`src/rtl/uart_pkg.sv`:
```
// Shared UART definitions: frame-state enumeration, default frame geometry and
// the two-way round-robin pick used by the transmit arbiter.
package uart_pkg;

  localparam int DATA_BITS_DEF = 8;
  localparam int STOP_BITS_DEF = 1;

  typedef enum logic [2:0] {
    ST_IDLE  = 3'd0,
    ST_SYNC  = 3'd1,
    ST_START = 3'd2,
    ST_DATA  = 3'd3,
    ST_STOP  = 3'd4
  } uart_state_e;

  // One-hot winner of a two-way request; prio set means requester 1 wins ties.
  function automatic logic [1:0] rr_pick(input logic [1:0] req, input logic prio);
    logic [1:0] pick;
    case (req)
      2'b01:   pick = 2'b01;
      2'b10:   pick = 2'b10;
      2'b11:   pick = prio ? 2'b10 : 2'b01;
      default: pick = 2'b00;
    endcase
    return pick;
  endfunction

endpackage

```
`src/rtl/uart_rr_arb.sv`:
```
// Two-way round-robin arbiter: one-hot grant while enabled, priority pointer
// moves to the requester that was not granted.
module uart_rr_arb
  import uart_pkg::*;
(
  input  logic       clk,
  input  logic       rst,
  input  logic [1:0] req,
  input  logic       en,
  output logic [1:0] gnt
);

  logic       prio_r;
  logic [1:0] pick_s;

  // grant decode, only while the transmitter can accept a frame
  always_comb begin
    pick_s = rr_pick(req, prio_r);
    if (en) begin
      gnt = pick_s;
    end else begin
      gnt = 2'b00;
    end
  end

  // priority pointer update on each accepted grant
  always_ff @(posedge clk or negedge rst) begin
    if (!rst) begin
      prio_r <= 1'b0;
    end else if (gnt[0]) begin
      prio_r <= 1'b1;
    end else if (gnt[1]) begin
      prio_r <= 1'b0;
    end else begin
      prio_r <= prio_r;
    end
  end

endmodule

```
`src/rtl/uart_tx_arb.sv`:
```
// UART transmitter shared by two requesters; frames are aligned to tx_enb ticks
// through a SYNC state so the start bit always lasts a full bit period.
module uart_tx_arb
  import uart_pkg::*;
#(
  parameter int DATA_BITS = DATA_BITS_DEF,
  parameter int STOP_BITS = STOP_BITS_DEF
) (
  input  logic                 clk,
  input  logic                 rst,
  input  logic                 tx_enb,
  input  logic [1:0]           req,
  input  logic [DATA_BITS-1:0] data0,
  input  logic [DATA_BITS-1:0] data1,
  output logic [1:0]           gnt,
  output logic                 tx,
  output logic                 busy
);

  localparam int CW = $clog2(DATA_BITS + 1);

  uart_state_e          state_r;
  uart_state_e          state_nxt_s;
  logic [DATA_BITS-1:0] shift_r;
  logic [DATA_BITS-1:0] shift_nxt_s;
  logic [CW-1:0]        cnt_r;
  logic [CW-1:0]        cnt_nxt_s;
  logic [1:0]           stop_r;
  logic [1:0]           stop_nxt_s;
  logic                 tx_r;
  logic                 tx_nxt_s;
  logic                 busy_r;
  logic                 arb_en_s;
  logic [1:0]           gnt_s;
  logic                 grant_s;
  logic                 last_bit_s;
  logic                 last_stop_s;

  // rst gates the grant so nothing is accepted while reset is held
  assign arb_en_s    = rst && (state_r == ST_IDLE);
  assign grant_s     = |gnt_s;
  assign last_bit_s  = (cnt_r == CW'(DATA_BITS));
  assign last_stop_s = (stop_r == 2'(STOP_BITS));
  assign gnt         = gnt_s;
  assign tx          = tx_r;
  assign busy        = busy_r;

  uart_rr_arb u_arb (
    .clk (clk),
    .rst (rst),
    .req (req),
    .en  (arb_en_s),
    .gnt (gnt_s)
  );

  // frame state register
  always_ff @(posedge clk or negedge rst) begin
    if (!rst) begin
      state_r <= ST_IDLE;
    end else begin
      state_r <= state_nxt_s;
    end
  end

  // frame sequencing: every transition past IDLE waits for a bit tick
  always_comb begin
    state_nxt_s = state_r;
    case (state_r)
      ST_IDLE:  state_nxt_s = grant_s ? ST_SYNC : ST_IDLE;
      ST_SYNC:  state_nxt_s = tx_enb ? ST_START : ST_SYNC;
      ST_START: state_nxt_s = tx_enb ? ST_DATA : ST_START;
      ST_DATA:  state_nxt_s = (tx_enb && last_bit_s) ? ST_STOP : ST_DATA;
      ST_STOP:  state_nxt_s = (tx_enb && last_stop_s) ? ST_IDLE : ST_STOP;
      default:  state_nxt_s = ST_IDLE;
    endcase
  end

  // datapath next values: line level, shifter, bit and stop counters
  always_comb begin
    tx_nxt_s    = tx_r;
    shift_nxt_s = shift_r;
    cnt_nxt_s   = cnt_r;
    stop_nxt_s  = stop_r;
    case (state_r)
      ST_IDLE: begin
        tx_nxt_s   = 1'b1;
        cnt_nxt_s  = {CW{1'b0}};
        stop_nxt_s = 2'd0;
        if (grant_s) begin
          shift_nxt_s = gnt_s[1] ? data1 : data0;
        end else begin
          shift_nxt_s = shift_r;
        end
      end
      ST_SYNC: begin
        if (tx_enb) begin
          tx_nxt_s = 1'b0;
        end else begin
          tx_nxt_s = 1'b1;
        end
      end
      ST_START: begin
        if (tx_enb) begin
          tx_nxt_s    = shift_r[0];
          shift_nxt_s = {1'b0, shift_r[DATA_BITS-1:1]};
          cnt_nxt_s   = CW'(1);
        end else begin
          tx_nxt_s = tx_r;
        end
      end
      ST_DATA: begin
        if (tx_enb && last_bit_s) begin
          tx_nxt_s   = 1'b1;
          stop_nxt_s = 2'd1;
        end else if (tx_enb) begin
          tx_nxt_s    = shift_r[0];
          shift_nxt_s = {1'b0, shift_r[DATA_BITS-1:1]};
          cnt_nxt_s   = cnt_r + CW'(1);
        end else begin
          tx_nxt_s = tx_r;
        end
      end
      ST_STOP: begin
        tx_nxt_s = 1'b1;
        if (tx_enb && last_stop_s) begin
          stop_nxt_s = 2'd0;
        end else if (tx_enb) begin
          stop_nxt_s = stop_r + 2'd1;
        end else begin
          stop_nxt_s = stop_r;
        end
      end
      default: tx_nxt_s = 1'b1;
    endcase
  end

  // datapath and status registers
  always_ff @(posedge clk or negedge rst) begin
    if (!rst) begin
      tx_r    <= 1'b1;
      shift_r <= {DATA_BITS{1'b0}};
      cnt_r   <= {CW{1'b0}};
      stop_r  <= 2'd0;
      busy_r  <= 1'b0;
    end else begin
      tx_r    <= tx_nxt_s;
      shift_r <= shift_nxt_s;
      cnt_r   <= cnt_nxt_s;
      stop_r  <= stop_nxt_s;
      busy_r  <= (state_nxt_s != ST_IDLE);
    end
  end

endmodule

```
`config.mk`:
```
export PLATFORM = sky130hd
export DESIGN_NAME = uart_tx_arb
export DESIGN_NICKNAME = d
export VERILOG_FILES = /design/src/rtl/uart_pkg.sv /design/src/rtl/uart_rr_arb.sv /design/src/rtl/uart_tx_arb.sv
export SDC_FILE = /design/constraint.sdc
export NUM_CORES = 1
export LEC_CHECK = 0
export CAP_MARGIN = 20
export CORE_MARGIN = 8
export CORE_UTILIZATION = 45
export CTS_BUF_LIST = sky130_fd_sc_hd__clkbuf_8
export CTS_CLUSTER_SIZE = 16
export DETAILED_ROUTE_END_ITERATION = 10
export PLACE_DENSITY = 0.79
export SKIP_LAST_GASP = 1
export SLEW_MARGIN = 25
export SYNTH_ARGS = -nofsm -noshare
export SYNTH_HDL_FRONTEND = slang
export SYNTH_HIERARCHICAL = 1
export SYNTH_SLANG_ARGS = --single-unit
```
`constraint.sdc`:
```
create_clock -name clk -period 2.4 [get_ports clk]
set_input_delay 0.48 -clock clk [delete_from_list [all_inputs] [get_ports clk]]
set_output_delay 0.48 -clock clk [all_outputs]
set_load 0.03 [all_outputs]
```
Yosys cells after proc, flatten, opt, wreduce, memory -nomap -nowiden
Index checks and enable logic that the tools add are counted.
- RAM bits: 0
- logic and storage cells: 64
- ROM bits: 0
- bits in registers: 20
- input port bits: 21
- memories: 0
- output and inout bits: 4
- latch bits: 0
- shift operators: 0
- multiply operators: 0
- $add $sub $neg: 2
- reductions and logical operators: 12
- magnitude comparators: 0
- bitwise gates (word level): 0
- muxes and demuxes: 28
- equal/unequal tests: 15
- div/mod/pow operators: 0
- operators by type and width (operator ; count):
    $mux 8 ; 4
    $pmux 8 s3 ; 1
    $pmux 3 s5 ; 1
    $mux 2 ; 6
    $mux 4 ; 3
    $pmux 2 s3 ; 2
    $pmux 4 s3 ; 1
    $ne 2x2->1 const B ; 5
    $reduce_bool 3->1 ; 3
    $mux 1 ; 7
    $eq 3x2->1 const B ; 2
    $mux 3 ; 2
    $reduce_and 3->1 ; 2
    $add 4x1->4 const B ; 1
    $eq 2x1->1 const B ; 2
    $eq 2x2->1 const B ; 2
    $eq 4x4->1 const B ; 1
    $reduce_and 4->1 ; 1
    $eq 3x1->1 const B ; 1
    $eq 3x3->1 const B ; 1
    $logic_and 1x1->1 ; 3
    $logic_not 3->1 ; 1
    $ne 3x3->1 const B ; 1
    $pmux 1 s3 ; 1
    other kinds (3) ; 3

Logic depth before layout (Yosys ltp)
- depth in word-level cells: 7
- depth in mapped cells: 9
- mapped depth without buffers: 7

Cells and area by module
Netlist, hierarchy kept.
- by module, submodules not included (module ; instances ; cells an instance ; area an instance (sq um) ; sequential area each (sq um)):
    uart_tx_arb ; 1 ; 117 ; 1239.9 ; 476.7
    uart_rr_arb ; 1 ; 8 ; 61.3 ; 25.0

Worst setup path before layout
No wires, ideal clock.
- kind: flip-flop to flip-flop
- from: reg state_r[1]
- to: reg shift_r[4]
- setup time: 0.125 ns
- cell stages (with the launch flop): 10
- setup slack: -0.244 ns
- clock period less this slack: 2.644 ns
- data required time: 2.275 ns
- path buffers: 2
- arrival time: 2.519 ns
- path through: dfrtp_1 > buf_6 > nor3_1 > and2_1 > nand2_1 > a21oi_1 > buf_6 > mux2_2 > mux2_2 > mux2_4
- longest elaborated chain between the ends: 6
- elaborated cells on any way between the ends: 13
- those cells by class: 4 x eq/ne; 4 x mux; 5 x reduce/logical
- RTL lines (element ; RTL line ; text):
    start, declared ; uart_tx_arb.sv:22 ; uart_state_e state_r;
    start signal, assigned ; uart_tx_arb.sv:61 ; state_r <= state_nxt_s;
    $logic_not 3->1 * ; uart_tx_arb.sv:40 ; assign arb_en_s = rst && (state_r == ST_IDLE);
    $logic_and 1x1->1 * ; uart_tx_arb.sv:40 ;
    net arb_en_s ; uart_tx_arb.sv:33 ; logic arb_en_s;
    $mux 2 * ; uart_rr_arb.sv:19 ; if (en) begin
    net gnt[1] ; uart_tx_arb.sv:15 ; output logic [1:0] gnt,
    $mux 8 / $reduce_or 2->1 (equally long branches) ; uart_tx_arb.sv:90, uart_tx_arb.sv:41 ;
    $mux 8 / $ne 2x2->1 (equally long branches) ; - ;
    $pmux 8 s3 / $reduce_and 3->1 (equally long branches) ; - ;
    end signal, assigned ; uart_tx_arb.sv:141 ; shift_r <= {DATA_BITS{1'b0}};
    end signal, assigned ; uart_tx_arb.sv:147 ; shift_r <= shift_nxt_s;
    end, declared ; uart_tx_arb.sv:24 ; logic [DATA_BITS-1:0] shift_r;
The timed path passes the listed nets; every way through them passes the cells marked *. The select of a mux whose other input is x is not followed.
A chain may end at the register's enable or synchronous reset.

Final worst setup path
- from: reg state_r[0]
- to: out gnt[1]
- longest elaborated chain between the ends: 3
- RTL lines (element ; RTL line):
    $logic_not 3->1 ; uart_tx_arb.sv:40
    $logic_and 1x1->1 ; uart_tx_arb.sv:40
    net arb_en_s ; uart_tx_arb.sv:33
    $mux 2 ; uart_rr_arb.sv:19
    end, declared ; uart_tx_arb.sv:15
The timed path passes the listed nets, and every way through them passes these cells.

==> impl_metrics.tcl <==
set metrics [dict create \
    outcome "complete, no violations" \
    gp_congestion 0.8697 \
    drt_iter0_drc 45 \
    critPathLaunchType "flip-flop" \
    required_ns 1.92 \
    drc 0 \
    power_density_nw_per_um2 895.6 \
    tritoncts "built" \
    cpMostUsedCell "buf_4" \
    endpoint_kind "output pin" \
    slew_headroom_pct 69.14 \
    synthCells 125 \
    row_count 19 \
    avgSynthCellArea_um2 10.41 \
    clock_skew_ns 0.003837 \
    path_class "reg2out" \
    placedCellCount 181 \
    fin_util_pct 59.85 \
    syn_to_final_growth_pct 26.83 \
    io_pins 25 \
    diodes 0 \
    cts-root-buf "clkbuf_8" \
    grt_pass1_vias 1081 \
    start_util_pct 47.19 \
    worstMarginPinSlew_ns 0.4571 \
    die_width_um 69.78 \
    finalMaxSlewViolations 0 \
    htree_levels 1 \
    cts_buffers 3 \
    wl_per_cell_um 15.99 \
    ys_seq_area_share_pct 38.56 \
    clk_latency_ns 0.26 \
    layout-drive-gt1-share_pct 22.73 \
    die-height_um 69.78 \
    design.die.area_um2 4869 \
    slowest_stage "dfrtp_1" \
    grt_max_degree 21 \
    cts_setup_buffers 0 \
    hold_violations 0 \
    routed_wl_um 2958 \
    clock.fmax_mhz 442.3 \
    r2r_start "state_r[0]" \
    max_cap_viol_count 0 \
    synth.distinct_cells 41 \
    min_path_type "reg2reg" \
    first_pass_iters 4 \
    antenna_found_initial 0 \
    synth_edf_count 0 \
    period_share_pct 94.20 \
    r2r_setup_slack_ns 0.14 \
    whs_endpoint "shift_r[7]" \
    finalSetupTns_ns 0 \
    hold_start "shift_r[7]" \
    vias_per_cell 5.778 \
    worstPathMaxFanout 8 \
    reg2reg_to "busy" \
    cp_cell_sequence "nor3_1 -> and2_1 -> nand2_1 -> a21oi_4 -> buf_4 -> buf_4" \
    dp_hpwl_um 2243 \
    grt_pass1_wl_um 5099 \
    p_leak_nw 0.7240 \
    place_ws_ns -0.1674 \
    syn_area_um2 1301 \
    via_count 1069 \
    gr-total-overflow 0 \
    max-vdd-ir-drop_mv 0.6020 \
    fin_ws_ns 0.1391 \
    crit_arrival_ns 1.78 \
    layout_min_cycle_time_ns 2.261 \
    finalNetCount 178 \
    fillers 223 \
    synth_top_flop_cell "dfrtp_1" \
    cts_num_sinks 20 \
    clockBufferDepth 2 \
    grt_use_total_pct 12.26 \
    rsz0062_at_grt "false" \
    crit_path_max_incr_delay_ns 0.38 \
    ys_seq_elements 20 \
    worstHoldPathCells 1 \
    ys_warn_count 6 \
    ant_nets 0 \
    mappedNetlistNets 148 \
    coreArea_um2 2758 \
    stdcell_count 185 \
    setup_violations 0 \
    port_buffers 24 \
    clk_pin_slew_worst_paths_ns 0.08 \
    async_reset_ff_share_pct 100.0 \
    reg2reg_depth 8 \
]
-- cells in the mapped netlist (2+ instances only) --
| cell type | count | share of area [%] |
|---|---|---|
| a21oi_1 | 3 | 1.2 |
| nand3_1 | 5 | 1.9 |
| and2_1 | 3 | 1.4 |
| ha_1 | 2 | 1.9 |
| nand4b_1 | 3 | 2.0 |
| buf_2 | 3 | 1.2 |
| dfrtp_1 | 19 | 37 |
| a32o_1 | 2 | 1.5 |
| nand2b_1 | 2 | 0.96 |
| nor2_1 | 5 | 1.4 |
| buf_6 | 4 | 3.5 |
| or4_1 | 2 | 1.2 |
| mux2_2 | 8 | 6.9 |
| nand2_1 | 4 | 1.2 |
| mux2i_1 | 10 | 7.7 |
| o21ai_0 | 7 | 2.7 |
| o21bai_1 | 2 | 1.2 |
| o31ai_1 | 2 | 1.2 |
| mux2_4 | 6 | 6.9 |
| nor2b_1 | 4 | 1.9 |
| nand4_1 | 2 | 0.96 |
| nor3_1 | 2 | 0.77 |
| inv_1 | 7 | 2.0 |
-- routing by layer --
layer	routed length (um)	global-route usage, %	vias up
li1	-	-	514
met1	1383	15.69	514
met2	1375	19.29	35
met3	128	1.860	6
met4	70	6.250	0
met5	0	0	-
-- layout by cell type, fill, tap and decap left out, drive strengths merged, types with 2 or more instances in the layout --
| master | count |
|---|---|
| clkdlybuf4s50 | 22 |
| nand4b | 3 |
| o21ai | 8 |
| inv | 7 |
| mux2i | 10 |
| clkbuf | 4 |
| nand2b | 2 |
| nor2 | 5 |
| a32o | 2 |
| dfrtp | 19 |
| nor2b | 4 |
| o31ai | 2 |
| a21oi | 4 |
| o21bai | 2 |
| mux2 | 14 |
| nand3 | 5 |
| buf | 11 |
| nand4 | 2 |
| ha | 2 |
| and2 | 3 |
| nor3 | 2 |
| or4 | 2 |
| nand2 | 4 |
-- flip-flops by register name, summed over array words and instances, names as in the netlist --
name and cells:
busy 1, stop_r 2, cnt_r 4, shift_r 8
state_r 3, tx 1, u_arb/prio_r 1
-- cells by family after synthesis --
| kind of cell | count (synthesis) | synth area share (%) |
|---|---|---|
| AND/OR/NAND/NOR | 38 | 17.31 |
| adder cells (fa/ha/maj) | 2 | 1.923 |
| AO/OA/AOI/OAI | 26 | 13.75 |
| multiplexers | 24 | 21.54 |
| buffers and inverters | 15 | 6.923 |
| flip-flops | 20 | 38.56 |
-- layout make-up --
type | instances | area, um2 | area share (%)
flip-flops and latches | 20 | 501.7 | 30.40
repair buffers | 33 | 302.8 | 18.35
multi-input cells | 90 | 725.7 | 43.97
inverters | 7 | 26.28 | 1.592
well taps | 31 | 38.79 | 2.350
clock buffers | 4 | 55.05 | 3.336
-- through the flow --
| step | hold WS [ns] | total power [mW] | area [um2] |
|---|---|---|---|
| final | 0.5203 | 1.478 | 1650 |
| after floorplan | 0.1844 | 1.070 | 1316 |
| after CTS | 0.5178 | 1.482 | 1649 |
| after global placement | 0.4996 | 1.197 | 1594 |
| after global routing | 0.5420 | 1.586 | 1650 |
| after detailed placement | 0.4976 | 1.220 | 1594 |
-- critical path, delay by kind of cell (launching register included) --
family                 cells  cell delay (ns)
buffers and inverters      2             0.31
AO/OA/AOI/OAI              1             0.23
AND/OR/NAND/NOR            3             0.60
flip-flops                 1             0.38
-- how the worst max path moves through the flow --
stage | startpoint | slack [ns] | endpoint
global placement | rst | -0.08 | shift_r[0]
detailed placement | rst | -0.17 | shift_r[2]
CTS | state_r[0] | 0.09 | shift_r[2]
finish | state_r[0] | 0.14 | gnt[1]
floorplan | state_r[1] | 0.09 | shift_r[4]
global route | state_r[0] | 0.009 | busy
-- what timing repair did --
action / CTS / global route
setup endpoints to repair: 0 / 6
gates resized for setup: 0 / 1
hold buffers: 0 / 0
-- power breakdown --
part,internal [mW],switching [mW]
logic,0.342,0.313
registers,0.469,0.0953
clock network,0.146,0.113
total,0.957,0.521
No activity file was read; power rests on OpenSTA's default activity.
